<file path="src/rtl/regfile_dump.sv">
// regfile_dump: debug read-out sequencer that walks a register range
// through a spare register-file read port and streams (index, data) beats.
module regfile_dump #(
  parameter int DATA_W = 32,
  parameter int ADDR_W = 5
) (
  input  logic              clk,
  input  logic              clrn,
  input  logic              start,
  input  logic              abort,
  input  logic [ADDR_W-1:0] first_reg,
  input  logic [ADDR_W-1:0] last_reg,
  output logic [ADDR_W-1:0] rf_raddr,
  input  logic [DATA_W-1:0] rf_rdata,
  output logic              out_valid,
  input  logic              out_ready,
  output logic [DATA_W-1:0] out_data,
  output logic [ADDR_W-1:0] out_index,
  output logic              out_last,
  output logic              busy,
  output logic              done
);

  typedef enum logic [1:0] {
    IDLE,
    READ,
    SEND,
    DONE
  } state_t;

  state_t            state;
  state_t            state_nxt;
  logic [ADDR_W-1:0] idx;
  logic [ADDR_W-1:0] end_reg;
  logic              hs;
  logic              kill;

  // A beat leaves only when the sink takes it.
  assign hs   = out_valid & out_ready;
  // Abort is honoured in every non-idle state.
  assign kill = abort & (state != IDLE);

  // State register.
  always_ff @(posedge clk) begin
    if (clrn) state <= IDLE;
    else      state <= state_nxt;
  end

  // Next-state logic; abort beats a same-cycle handshake.
  always_comb begin
    state_nxt = state;
    unique case (state)
      IDLE:    if (start) state_nxt = READ;
      READ:    state_nxt = SEND;
      SEND: begin
        if (hs) state_nxt = out_last ? DONE : READ;
      end
      DONE:    state_nxt = IDLE;
      default: state_nxt = IDLE;
    endcase
    if (kill) state_nxt = IDLE;
  end

  // Outputs decoded from state; the read address is always the walk pointer.
  always_comb begin
    out_valid = (state == SEND);
    busy      = (state != IDLE);
    done      = (state == DONE);
    rf_raddr  = idx;
  end

  // Walk pointer, range end and captured beat.
  always_ff @(posedge clk) begin
    if (clrn) begin
      idx       <= '0;
      end_reg   <= '0;
      out_data  <= '0;
      out_index <= '0;
      out_last  <= 1'b0;
    end else if (kill) begin
      out_last  <= 1'b0;
    end else begin
      unique case (state)
        IDLE: begin
          if (start) begin
            idx     <= first_reg;
            end_reg <= last_reg;
          end
        end
        READ: begin
          out_data  <= rf_rdata;
          out_index <= idx;
          out_last  <= (idx == end_reg);
        end
        SEND: begin
          if (hs && !out_last) idx <= idx + 1'b1;
        end
        default: ;
      endcase
    end
  end

endmodule

</file>
<file path="config.mk">
export PLATFORM = sky130hd
export DESIGN_NAME = regfile_dump
export DESIGN_NICKNAME = d
export VERILOG_FILES = /design/src/rtl/regfile_dump.sv
export SDC_FILE = /design/constraint.sdc
export NUM_CORES = 1
export LEC_CHECK = 0
export BUFFER_PORTS_ARGS = -buffer_cell sky130_fd_sc_hd__clkbuf_2
export CAP_MARGIN = 30
export CORE_UTILIZATION = 45
export CTS_CLUSTER_DIAMETER = 50
export DETAILED_ROUTE_END_ITERATION = 8
export GPL_TIMING_DRIVEN = 1
export PLACE_DENSITY = 0.84
export SLEW_MARGIN = 20
export SYNTH_ARGS = -nofsm -noshare
export SYNTH_HDL_FRONTEND = slang
export SYNTH_SLANG_ARGS = --single-unit
</file>
<file path="constraint.sdc">
create_clock -name clk -period 3.2 [get_ports clk]
set_input_delay 0.32 -clock clk [delete_from_list [all_inputs] [get_ports clk]]
set_output_delay 0.32 -clock clk [all_outputs]
set_load 0.1 [all_outputs]
</file>
==> out/metrics.yaml <==
synth-edff-count: 0
layout.nets: 384
ys.warnings.count: 0
dp_hpwl_um: 3170
clock_latency_ns: 0.30
initial_core_util_pct: 48.7
routed_via_density: 4.92
drive_above_1_share_pct: 32.3
yosysTopAreaCell: "dfxtp_1"
ctsLongestPathBuffers: 2
synth_ff_type: "dfxtp_1"
die_w_um: 69.0
grt_pass1_vias: 1591
synth_nets: 298
grt_max_degree: 51
synth_most_common_cell: "nand2_1"
regMostFlops: "out_data"
dieArea_um2: 4750
dp.cells: 379
multi_input_area_um2: 911
dr.pass1.iters: 4
start_kind: "flop"
grt.overflow.total: 0
drv_slew: 0
crit_path_max_incr_delay_ns: 0.60
cts_buffers: 5
finClkSkew_ns: 0.00391
post-route-util_pct: 62.2
die_h_um: 69.0
postSynthAreaPerCell_um2: 8.07
hold_buffers: 0
synth_cell_types: 33
globalRouteTotalUtil_pct: 19.8
core_um2: 4140
grt_pass1_wl_um: 7070
ir_drop_uv: 266
crit_slowest_cell: "dfxtp_1"
power_density_nw_per_um2: 535
synth.top_cells.by_count: "nand2_1 (85), dfxtp_1 (50), a21oi_1 (45)"
path_max_fanout: 11
rsz0062_at_grt: "false"
setup_violations: 0
p_total_mw: 1.38
crit_type: "reg2out"
dpl_worst_slack_ns: 1.45
status: "finished, final reports clean"
period_share_pct: 60.2
ios: 93
wl_per_cell_um: 11.8
required_ns: 2.88
routed-via-count: 1905
cts.sinks: 50
tightest_slew_ns: 0.631
slew_headroom_pct: 58.0
crit_chain: "nand2b_4 > inv_2 > clkbuf_2"
end_kind: "primary output"
synthesis.area_um2: 2020
diodes: 0
fmax_mhz: 519
synthArstFlopShare_pct: 0
area_growth_syn_to_layout_pct: 27.9
rows: 23
largest_register_ffs: 32
cts.htree.levels: 2
globalplace.congestion: 0.767
ctsResizeCount: 0
postCtsSetupBuffers: 0
clock_tree.root_cell: "clkbuf_8"
fin_cells: 387
netlist.area_leader.share_pct: 49.6
worst_slack_ns: 1.27
cts_tree: "done"
holdCritPathClass: "in2reg"
path_clk_slew_ns: 0.09
seq_area_um2: 1000
n_fill_cell: 403
leakage_nw: 1.15
final-hold-violation-count: 0
cp_num_buf_inv: 2
arrival_ns: 1.61
finalSetupTns_ns: 0
drc: 0
antenna_found_initial: 0
drt-initial-drc-count: 91
ant_nets: 0
ys_ff_latch: 50
synthTopCellsByArea: "dfxtp_1 (50%), nand2_1 (16%), a21oi_1 (11%)"
wl_um: 4570
syn_inst: 250
yosysSeqAreaShare_pct: 49.6
cp_top_family: "flip-flops"
port_buffers: 92
period_needed_ns: 1.93
maxCapViolations: 0
worst paths after layout:
kind	start	endpoint	slack (ns)	cells past startpoint
worst max-delay path	state[1]	out_valid	1.27	3
worst min-delay path	rf_rdata[15]	out_data[15]	0.23	3
worst max register to register	state[1]	out_data[21]	1.39	5
worst min register to register	out_data[22]	out_data[22]	0.46	2
through the flow:
step                      area, µm²  hold WS (ns)
after global placement         2460         0.441
final                          2580         0.233
after detailed placement       2470         0.447
after CTS                      2580         0.226
after floorplan                2020         0.399
after global routing           2580         0.223
layout by cell type (no fill, tap or decap), types with 2 or more instances in the layout:
cell type and n:
nor2b_1 3, clkbuf_2 92, a21bo_2 2, dfxtp_1 50, nand2_1 85, xor2_1 5
nor3_1 3, a21oi_1 45, o21ai_0 4, buf_4 2, clkbuf_8 5, nor2_1 4
nand2b_1 3, and2_1 3, a211oi_1 2, nand3_1 8, clkbuf_1 2, and2b_1 2
worst reg2reg max path, cell delays in order (launching register included):
cell	delay, ns
dfxtp_1	0.45
and2b_1	0.29
and2b_1	0.54
buf_8	0.25
nand2_1	0.08
a21oi_1	0.13
layout make-up:
class | count | area share (%)
sequential | 50 | 38.8
multi-input combinational | 182 | 35.3
timing repair buffer | 95 | 19.0
clock buffer | 7 | 2.96
tap | 50 | 2.43
clock inverter | 1 | 1.16
inverter | 2 | 0.291
power by group:
| part | switching (mW) | internal (mW) | leakage (nW) |
|---|---|---|---|
| combinational | 0.214 | 0.0649 | 0.692 |
| clock | 0.199 | 0.234 | 0.0524 |
| sequential | 0.0222 | 0.646 | 0.407 |
| total | 0.435 | 0.945 | 1.15 |
metal layers:
layer / part of all wire [%] / routed length [µm] / track usage, %
met1: 46 / 2080 / 24.3
met2: 47 / 2160 / 33.7
met3: 6.5 / 295 / 3.62
met4: 0.70 / 32 / 8.42
met5: 0 / 0 / 0
cell families after synthesis:
kind of cell | count (synthesis) | share of synthesized area, %
multiplexers | 1 | 0.558
XOR/XNOR | 5 | 2.17
AO/OA/AOI/OAI | 58 | 16.3
adder cells (fa/ha/maj) | 1 | 0.620
flip-flops | 50 | 49.6
AND/OR/NAND/NOR | 117 | 25.5
buffers and inverters | 18 | 5.21
Power figures use the tool's default switching activity.
